### config.mk
export PLATFORM = sky130hd
export DESIGN_NAME = wb_unit
export DESIGN_NICKNAME = d
export VERILOG_FILES = /design/src/rtl/wb_unit_pkg.sv /design/src/rtl/wb_ldq.sv /design/src/rtl/wb_unit.sv
export SDC_FILE = /design/constraint.sdc
export NUM_CORES = 1
export LEC_CHECK = 0
export ABC_AREA = 1
export BUFFER_PORTS_ARGS = -buffer_cell sky130_fd_sc_hd__buf_2
export CAP_MARGIN = 20
export CORE_UTILIZATION = 40
export CTS_CLUSTER_DIAMETER = 80
export DETAILED_ROUTE_END_ITERATION = 6
export PLACE_DENSITY = 0.65
export SLEW_MARGIN = 20
export SYNTH_ARGS = -nofsm -noshare
export SYNTH_HDL_FRONTEND = slang
export SYNTH_SLANG_ARGS = --single-unit
### constraint.sdc
create_clock -name CLK -period 2.2 [get_ports CLK]
set_input_delay 0.33 -clock CLK [delete_from_list [all_inputs] [get_ports CLK]]
set_output_delay 0.33 -clock CLK [all_outputs]
set_load 0.1 [all_outputs]
### src/rtl/wb_unit_pkg.sv
// Shared types and constants for the write-back sequencer (wb_unit) and its load queue.
package wb_unit_pkg;

  localparam int unsigned REGFILE_SIZE = 32;
  localparam int unsigned RADR_W       = $clog2(REGFILE_SIZE);
  localparam logic [RADR_W-1:0] ZERO_REG = '0;

  typedef enum logic [2:0] {
    LT_LW  = 3'd0,
    LT_LH  = 3'd1,
    LT_LHU = 3'd2,
    LT_LB  = 3'd3,
    LT_LBU = 3'd4
  } ld_type_e;

  typedef struct packed {
    logic [RADR_W-1:0] wadr;
    logic [2:0]        ltype;
    logic [1:0]        ofs;
  } ldq_entry_t;

endpackage

### src/rtl/wb_ldq.sv
// Outstanding-load FIFO: in-order push on issue, pop on memory response, plus
// combinational hazard compare of decode source registers against all pending entries.
module wb_ldq
  import wb_unit_pkg::*;
#(
  parameter int unsigned LDQ_DEPTH = 4,
  parameter int unsigned LDQ_AW    = 2
) (
  input  logic              i_clk,
  input  logic              i_rst,
  input  logic              i_push,
  input  ldq_entry_t        i_push_entry,
  input  logic              i_pop,
  input  logic [RADR_W-1:0] i_chk1,
  input  logic [RADR_W-1:0] i_chk2,
  output ldq_entry_t        o_head,
  output logic              o_full,
  output logic              o_empty,
  output logic              o_hazard
);

  ldq_entry_t        r_mem [LDQ_DEPTH];
  logic [LDQ_AW-1:0] r_wptr;
  logic [LDQ_AW-1:0] r_rptr;
  logic [LDQ_AW:0]   r_count;

  logic w_full;
  logic w_empty;
  logic w_push;
  logic w_pop;
  logic w_hazard;

  assign w_full  = (r_count == (LDQ_AW+1)'(LDQ_DEPTH));
  assign w_empty = (r_count == '0);
  assign w_push  = i_push && !w_full;
  assign w_pop   = i_pop && !w_empty;

  always_ff @(posedge i_clk) begin
    if (w_push) r_mem[r_wptr] <= i_push_entry;
  end

  always_ff @(posedge i_clk) begin
    if (i_rst) begin
      r_wptr  <= '0;
      r_rptr  <= '0;
      r_count <= '0;
    end else begin
      if (w_push) r_wptr <= r_wptr + 1'b1;
      if (w_pop)  r_rptr <= r_rptr + 1'b1;
      case ({w_push, w_pop})
        2'b10:   r_count <= r_count + 1'b1;
        2'b01:   r_count <= r_count - 1'b1;
        default: r_count <= r_count;
      endcase
    end
  end

  // A slot is live when its distance from the read pointer is below the occupancy.
  always_comb begin
    logic [LDQ_AW-1:0] w_dist;
    w_hazard = 1'b0;
    w_dist   = '0;
    for (int unsigned i = 0; i < LDQ_DEPTH; i++) begin
      w_dist = LDQ_AW'(i) - r_rptr;
      if (({1'b0, w_dist} < r_count) && (r_mem[i].wadr != ZERO_REG) &&
          ((r_mem[i].wadr == i_chk1) || (r_mem[i].wadr == i_chk2)))
        w_hazard = 1'b1;
    end
  end

  assign o_head   = r_mem[r_rptr];
  assign o_full   = w_full;
  assign o_empty  = w_empty;
  assign o_hazard = w_hazard;

endmodule

### src/rtl/wb_unit.sv
// Register-file write-back sequencer merging ALU results and in-order load responses.
// Optional WB_FWD_EN adds Fwd1/Fwd2/FwdData bypass outputs for same-cycle write/read.
module wb_unit
  import wb_unit_pkg::*;
#(
  parameter int unsigned LDQ_DEPTH = 4,
  parameter int unsigned LDQ_AW    = 2
) (
  input  logic        CLK,
  input  logic        RST,
  input  logic        AluValid,
  input  logic [4:0]  AluWadr,
  input  logic [31:0] AluData,
  output logic        AluReady,
  input  logic        LdIssue,
  input  logic [4:0]  LdWadr,
  input  logic [2:0]  LdType,
  input  logic [1:0]  LdOfs,
  output logic        LdFull,
  input  logic        MemRvalid,
  input  logic [31:0] MemRdata,
  input  logic [4:0]  ChkAdr1,
  input  logic [4:0]  ChkAdr2,
  output logic        Hazard,
  output logic        Wen,
  output logic [4:0]  Wadr,
  output logic [31:0] Wdata
`ifdef WB_FWD_EN
  ,
  output logic        Fwd1,
  output logic        Fwd2,
  output logic [31:0] FwdData
`endif
);

  function automatic logic [31:0] ld_extract(input logic [31:0] word,
                                             input logic [2:0]  lt,
                                             input logic [1:0]  ofs);
    logic [7:0]  b;
    logic [15:0] h;
    case (ofs)
      2'd0:    b = word[31:24];
      2'd1:    b = word[23:16];
      2'd2:    b = word[15:8];
      default: b = word[7:0];
    endcase
    h = ofs[1] ? word[15:0] : word[31:16];
    case (lt)
      LT_LH:   return {{16{h[15]}}, h};
      LT_LHU:  return {16'b0, h};
      LT_LB:   return {{24{b[7]}}, b};
      LT_LBU:  return {24'b0, b};
      default: return word;
    endcase
  endfunction

  ldq_entry_t w_push_entry;
  ldq_entry_t w_head;
  logic       w_ldq_full;
  logic       w_ldq_empty;
  logic       w_hazard;
  logic       w_ld_valid;

  logic        r_hold_v;
  logic [4:0]  r_hold_adr;
  logic [31:0] r_hold_data;
  logic        r_wen;
  logic [4:0]  r_wadr;
  logic [31:0] r_wdata;

  logic        w_sel_v;
  logic [4:0]  w_sel_adr;
  logic [31:0] w_sel_data;
  logic        w_hold_load;
  logic        w_hold_drain;

  assign w_push_entry = '{wadr: LdWadr, ltype: LdType, ofs: LdOfs};
  assign w_ld_valid   = MemRvalid && !w_ldq_empty;

  wb_ldq #(
    .LDQ_DEPTH(LDQ_DEPTH),
    .LDQ_AW   (LDQ_AW)
  ) u_ldq (
    .i_clk       (CLK),
    .i_rst       (RST),
    .i_push      (LdIssue),
    .i_push_entry(w_push_entry),
    .i_pop       (MemRvalid),
    .i_chk1      (ChkAdr1),
    .i_chk2      (ChkAdr2),
    .o_head      (w_head),
    .o_full      (w_ldq_full),
    .o_empty     (w_ldq_empty),
    .o_hazard    (w_hazard)
  );

  // Load response wins; a colliding ALU offer parks in the hold register.
  always_comb begin
    w_sel_v      = 1'b0;
    w_sel_adr    = '0;
    w_sel_data   = '0;
    w_hold_load  = 1'b0;
    w_hold_drain = 1'b0;
    if (w_ld_valid) begin
      w_sel_v     = 1'b1;
      w_sel_adr   = w_head.wadr;
      w_sel_data  = ld_extract(MemRdata, w_head.ltype, w_head.ofs);
      w_hold_load = AluValid && !r_hold_v;
    end else if (r_hold_v) begin
      w_sel_v      = 1'b1;
      w_sel_adr    = r_hold_adr;
      w_sel_data   = r_hold_data;
      w_hold_drain = 1'b1;
    end else if (AluValid) begin
      w_sel_v    = 1'b1;
      w_sel_adr  = AluWadr;
      w_sel_data = AluData;
    end
  end

  always_ff @(posedge CLK) begin
    if (RST) begin
      r_wen       <= 1'b0;
      r_wadr      <= '0;
      r_wdata     <= '0;
      r_hold_v    <= 1'b0;
      r_hold_adr  <= '0;
      r_hold_data <= '0;
    end else begin
      r_wen <= w_sel_v && (w_sel_adr != ZERO_REG);
      if (w_sel_v && (w_sel_adr != ZERO_REG)) begin
        r_wadr  <= w_sel_adr;
        r_wdata <= w_sel_data;
      end
      if (w_hold_load) begin
        r_hold_v    <= 1'b1;
        r_hold_adr  <= AluWadr;
        r_hold_data <= AluData;
      end else if (w_hold_drain) begin
        r_hold_v <= 1'b0;
      end
    end
  end

  assign AluReady = !r_hold_v;
  assign LdFull   = w_ldq_full;
  assign Hazard   = w_hazard;
  assign Wen      = r_wen;
  assign Wadr     = r_wadr;
  assign Wdata    = r_wdata;

`ifdef WB_FWD_EN
  assign Fwd1    = r_wen && (r_wadr != ZERO_REG) && (r_wadr == ChkAdr1);
  assign Fwd2    = r_wen && (r_wadr != ZERO_REG) && (r_wadr == ChkAdr2);
  assign FwdData = r_wdata;
`endif

endmodule

### Word level (Yosys, flattened, before mapping)

Memories as Yosys holds them, arrays and structs flattened. A register that Yosys moved wholly into a read port is not among the register bits.
Index checks and enable logic that the tools add are counted.
W data, S select, Z words.

| word-level totals | value |
|---|---|
| flip-flop bits (word level) | 83 |
| bits in writable memories | 40 |
| input port bits | 94 |
| output and inout bits | 41 |
| logic and storage cells | 93 |
| memories | 1 |

| operators by class | value |
|---|---|
| add/sub/neg operators | 8 |
| $lt $le $gt $ge | 4 |
| equal/unequal tests | 17 |
| muxes and demuxes | 26 |
| reductions and logical operators | 28 |

Memory list:

| name | depth | width | rd ports | clocked after Yosys merged registers in | write ports | line | text |
|---|---|---|---|---|---|---|---|
| u_ldq.r_mem | 4 | 10 | 5 | 1 | 1 | wb_ldq.sv:22 | `ldq_entry_t r_mem [LDQ_DEPTH];` |

Operator list:

| cell | count |
|---|---|
| $pmux W32 S4 | 1 |
| $mux W32 | 3 |
| $eq A5 B5 Y1 | 8 |
| $reduce_bool A5 Y1 | 5 |
| $pmux W8 S3 | 1 |
| $mux W16 | 1 |
| $mux W5 | 3 |
| $mux W1 | 14 |
| $logic_and A1 B1 Y1 | 12 |
| $lt A2 B3 Y1 | 4 |
| $eq A3 B2 Y1 const B | 2 |
| $eq A3 B3 Y1 const B | 2 |
| $pmux W3 S2 | 1 |
| $add A2 B1 Y2 const B | 2 |
| $eq A2 B1 Y1 const B | 2 |
| $eq A2 B2 Y1 const B | 2 |
| $logic_or A1 B1 Y1 | 4 |
| $mux W2 | 2 |
| $reduce_bool A2 Y1 | 2 |
| $sub A1 B2 Y2 const A | 2 |
| $sub A2 B2 Y2 const A | 2 |
| $add A3 B1 Y3 const B | 1 |
| $eq A3 B1 Y1 const B | 1 |
| $logic_not A1 Y1 | 3 |
| 3 further kinds | 3 |

### Longest topological paths before layout

| depth | value |
|---|---|
| depth in word-level cells | 8 |
| mapped depth | 16 |
| gate-level depth less buffers | 14 |

### Cells and area by module

From an unflattened synthesis, not the netlist that was laid out.

| second synthesis, totals | value |
|---|---|
| cell total of the unflattened synthesis | 1,079 |
| area, all modules | 7,252.0 µm² |

By module, submodules not included:

| module | instances | cells each | area an instance (µm²) | sequential area each (µm²) |
|---|---|---|---|---|
| wb_unit | 1 | 732 | 4,428.0 | 1,521.5 |
| wb_ldq | 1 | 347 | 2,824.0 | 1,381.3 |

### Worst setup path after synthesis

No wires, ideal clock.

| timing | value |
|---|---|
| kind | register to register |
| start | reg u_ldq.r_count[2] |
| end | reg u_ldq.r_count[2] |
| setup time | 0.122 ns |
| arrival time | 2.196 ns |
| required time | 2.078 ns |
| slack | -0.118 ns |
| cell stages (with the launch flop) | 15 |
| path buffers | 3 |
| clock period less this slack | 2.318 ns |
| cells stage by stage | dfxtp_1 inv_2 nand2_2 nand2_4 inv_4 buf_6 buf_2 buf_2 ha_1 inv_1 fa_1 a21oi_1 o21ai_0 o21ai_0 a21oi_1 |

| between the ends | value |
|---|---|
| word-level cells in the longest chain between the ends | 5 |
| elaborated cells on any way between the ends | 12 |
| classes of those cells | add/sub (2); eq/ne (3); mux (1); reduce/logical (6) |

Ends and longest elaborated chain:

| what | line | text |
|---|---|---|
| start: declaration | wb_ldq.sv:25 | `logic [LDQ_AW:0] r_count;` |
| start signal: assignment | wb_ldq.sv:51 | `2'b10: r_count <= r_count + 1'b1;` |
| start signal: assignment | wb_ldq.sv:52 | `2'b01: r_count <= r_count - 1'b1;` |
| start signal: assignment | wb_ldq.sv:53 | `default: r_count <= r_count;` |
| $eq A3 B3 Y1 / $logic_not A3 Y1 (equally long branches) | wb_ldq.sv:33, wb_ldq.sv:34 |  |
| $logic_not A1 Y1, on equally long branches | wb_ldq.sv:35, wb_ldq.sv:36 |  |
| $logic_and A1 B1 Y1, on equally long branches | wb_ldq.sv:35, wb_ldq.sv:36 |  |
| $eq A2 B1 Y1 / $eq A2 B2 Y1 (equally long branches) | wb_ldq.sv:50 | `case ({w_push, w_pop})` |
| $pmux W3 S2 / $reduce_bool A2 Y1 (equally long branches) | - |  |

Parallel ways exist; a longest one is shown, timed or not.
A chain may end at the register's enable or synchronous reset.

### Worst setup path in the final report

| timing | value |
|---|---|
| start | reg u_ldq.r_rptr[1] |
| end | out Hazard |

| between the ends | value |
|---|---|
| word-level cells in the longest chain between the ends | 8 |
| elaborated cells on any way between the ends | 20 |
| classes of those cells | add/sub (4); order compare (4); mux (4); reduce/logical (8) |

Ends and longest elaborated chain:

| what | line | text |
|---|---|---|
| start: declaration | wb_ldq.sv:24 | `logic [LDQ_AW-1:0] r_rptr;` |
| start signal: assignment | wb_ldq.sv:49 | `if (w_pop) r_rptr <= r_rptr + 1'b1;` |
| $sub A1 B2 Y2 | wb_ldq.sv:64 | `w_dist = LDQ_AW'(i) - r_rptr;` |
| $lt A2 B3 Y1 | wb_ldq.sv:65 | `if (({1'b0, w_dist} < r_count) && (r_mem[i].wadr != ZERO_REG) &&` |
| $logic_and A1 B1 Y1 (2 in a row) | wb_ldq.sv:65 |  |
| $mux W1 (3 in a row) | wb_ldq.sv:65 |  |
| $mux W1 (*) | wb_ldq.sv:65 |  |
| end: declaration | wb_unit.sv:24 | `output logic Hazard,` |

Mark *: on every way between the ends. The rest lies on a longest branch, timed or not.

==> flow_metrics.tcl <==
set metrics [dict create \
    cp_max_fo 3 \
    muxShareOfSynthArea_pct 0 \
    via_per_inst 5.32 \
    crit_path_start_kind "register" \
    first_iter_violations 596 \
    synth-simple-area-share_pct 27.6 \
    syn-num-nets 1054 \
    io_pins 135 \
    finClkSkew_ps 6.07 \
    synth-compound-area-share_pct 18.2 \
    grt_start_max_net_pins 53 \
    setup_viol 1 \
    path_class "reg2out" \
    antenna_cells 0 \
    min_period_ps 2310 \
    layout.nets 1178 \
    overflow 0 \
    slew_headroom_pct 60.3 \
    start_util_pct 41.0 \
    violations "setup timing" \
    final_util_pct 50.4 \
    min_delay_path_depth 1 \
    routed_wl_um 21200 \
    syn_to_final_growth_pct 23.2 \
    power.static_leakage_uw 0.00371 \
    grt_pass1_vias 6240 \
    wl_per_cell_um 16.1 \
    synth_top_area_share_pct 24.0 \
    die-area_um2 18300 \
    cts_tree "built" \
    cp.required_ps 1870 \
    gp_congestion 0.953 \
    arrival_ps 1980 \
    slew_viol_final 0 \
    power_uw 13800 \
    rsz0062_at_grt "yes" \
    yosysTopAreaCell "dfxtp_1" \
    outcome "finished with violations" \
    ant_nets 0 \
    synth_area_um2 7090 \
    grt_first_pass_wirelength_um 33000 \
    synthCells 950 \
    cts_sinks 125 \
    ys_top_cells_by_area "dfxtp_1 (24%), edfxtp_1 (17%), nand2_1 (13%)" \
    antenna_found_initial 0 \
    port_buffers 134 \
    setup_tns_ps -112 \
    tightest_slew_ps 595 \
    ys_warn_count 0 \
    dieHeight_um 135 \
    seq_area_um2 2910 \
    cts-buffers-inserted 17 \
    clk_latency_ps 420 \
    period_share_pct 105 \
    synth-xor-area-share_pct 3.21 \
    track_usage_pct 23.6 \
    fmax_mhz 433 \
    synth_seq_cells 125 \
    holdWs_ps 126 \
    synth_top_family_by_area "simple AND/OR/NAND/NOR gates" \
    rows 48 \
    fin_ws_ps -112 \
    multiInputGateArea_um2 3700 \
    htreeDepth 4 \
    ys_types 43 \
    cap_violations 0 \
    end_kind "output pin" \
    firstDrtPassIters 5 \
    post_route_cells_drive_above_1_share_pct 22.2 \
    ir_worst_vdd_v 0.00118 \
    hp-class "in2reg" \
    r2r_cells 11 \
    chipWidth_um 135 \
    fillers 1719 \
    dp_hpwl_um 15000 \
    clk_pin_slew_ps 50 \
    root_buffer "clkbuf_16" \
    powerDensity_nw_per_um2 1580 \
    ys_seq_area_share_pct 41.0 \
    vias 6980 \
    clockBufferDepth 2 \
    synthAdderAreaFrac_pct 1.87 \
    syn-mean-instance-area_um2 7.46 \
    dpl_worst_slack_ps 82.1 \
    route.detailed.drc 0 \
    hold_viol_final 0 \
    core_area_um2 17300 \
]
-- through the flow --
step           instance area, um2  cells
2_1_floorplan                7100    950
3_3_place_gp                 7950   1272
3_5_place_dp                 7950   1272
4_1_cts                      8670   1311
5_1_grt                      8730   1311
6_report                     8730   1311
-- critical path, cell delays in order, from the launching register on --
cell	delay, ps
dfxtp_4	350
xor2_2	180
buf_4	150
ha_4	230
a21oi_2	150
o221ai_1	120
nand2_1	90
inv_1	50
nand2_2	80
buf_12	170
-- worst paths after layout --
kind	startpoint	end	slack, ps
max	u_ldq.r_rptr[1]	Hazard	-110
min	LdType[0]	u_ldq.r_mem[0][2]	130
max reg2reg	u_ldq.r_count[0]	u_ldq.r_count[2]	160
min reg2reg	r_hold_data[14]	r_hold_data[14]	450
-- synth_stat cells, drive strengths merged --
cell type,count
o21ai,53
o2111ai,5
ha,9
a211oi,1
and2,1
clkbuf,24
edfxtp,40
a31oi,1
xor2,8
nand3,108
a21oi,96
nor2,72
fa,1
a221oi,29
dfxtp,85
a22oi,2
buf,37
nand4,5
o41ai,1
xnor2,18
o21bai,16
o221ai,3
nand2,261
o211ai,7
o31ai,1
inv,61
or2,3
nor3,2
-- state kept, by name (all words and copies together), names as in the netlist, 2 cells and up, named ones only --
name and cells:
Wadr 5, Wdata 32, r_hold_adr 5, r_hold_data 32, u_ldq.r_count 3, u_ldq.r_mem 40, u_ldq.r_rptr 2, u_ldq.r_wptr 2
-- metal layers --
metal / global-route usage (%) / wire length (um)
met5: 0 / 0
met4: 7.87 / 289
met3: 5.11 / 1490
met2: 35.3 / 9410
met1: 33.5 / 9960
-- repair_timing --
action | in CTS | in global routing
setup endpoints to repair | 1 | 27
buffers inserted | 8 | 0
hold buffers | 0 | 0
resized for setup | 10 | 11
pin swaps | 3 | 3
-- kinds of logic after synthesis --
group	after synthesis
buffers and inverters	122
flip-flops	125
adder cells (fa/ha/maj)	10
AND/OR/NAND/NOR	452
XOR/XNOR	26
AO/OA/AOI/OAI	215
-- cells in the final DEF, fill, tap and decap left out, types with 3 or more instances in the layout --
master / netlist / routed
o21ai_1: 4 / 6
buf_2: 23 / 133
ha_1: 9 / 6
a21oi_2: 0 / 3
buf_4: 4 / 28
nand2_2: 7 / 8
inv_2: 2 / 5
nand4_1: 5 / 5
o21bai_1: 16 / 16
nand2_1: 249 / 248
nand2_4: 5 / 3
nor2_1: 70 / 69
clkbuf_16: 0 / 18
dfxtp_1: 85 / 81
o221ai_1: 3 / 3
o21ai_0: 48 / 46
a221oi_1: 29 / 29
buf_12: 0 / 4
xor2_1: 8 / 7
clkinv_2: 0 / 4
clkbuf_8: 0 / 3
bufinv_16: 0 / 3
inv_1: 57 / 53
o2111ai_1: 5 / 5
edfxtp_1: 40 / 40
a21oi_1: 96 / 93
dfxtp_2: 0 / 3
ha_4: 0 / 3
nand3_2: 4 / 4
xnor2_1: 18 / 18
nand3_1: 103 / 103
o211ai_1: 7 / 7
-- final cells by class --
class,instances,area share [%]
tap,225,3.23
clock inverter,10,1.55
clock buffer,21,5.64
sequential,125,33.4
multi-input combinational,703,42.4
inverter,61,2.75
timing repair buffer,166,11.1
-- where the power goes --
group	switching [uW]	internal [uW]
clock network	1030	1930
logic	5600	1940
registers	328	2930
No activity file was read; power rests on OpenSTA's default activity.
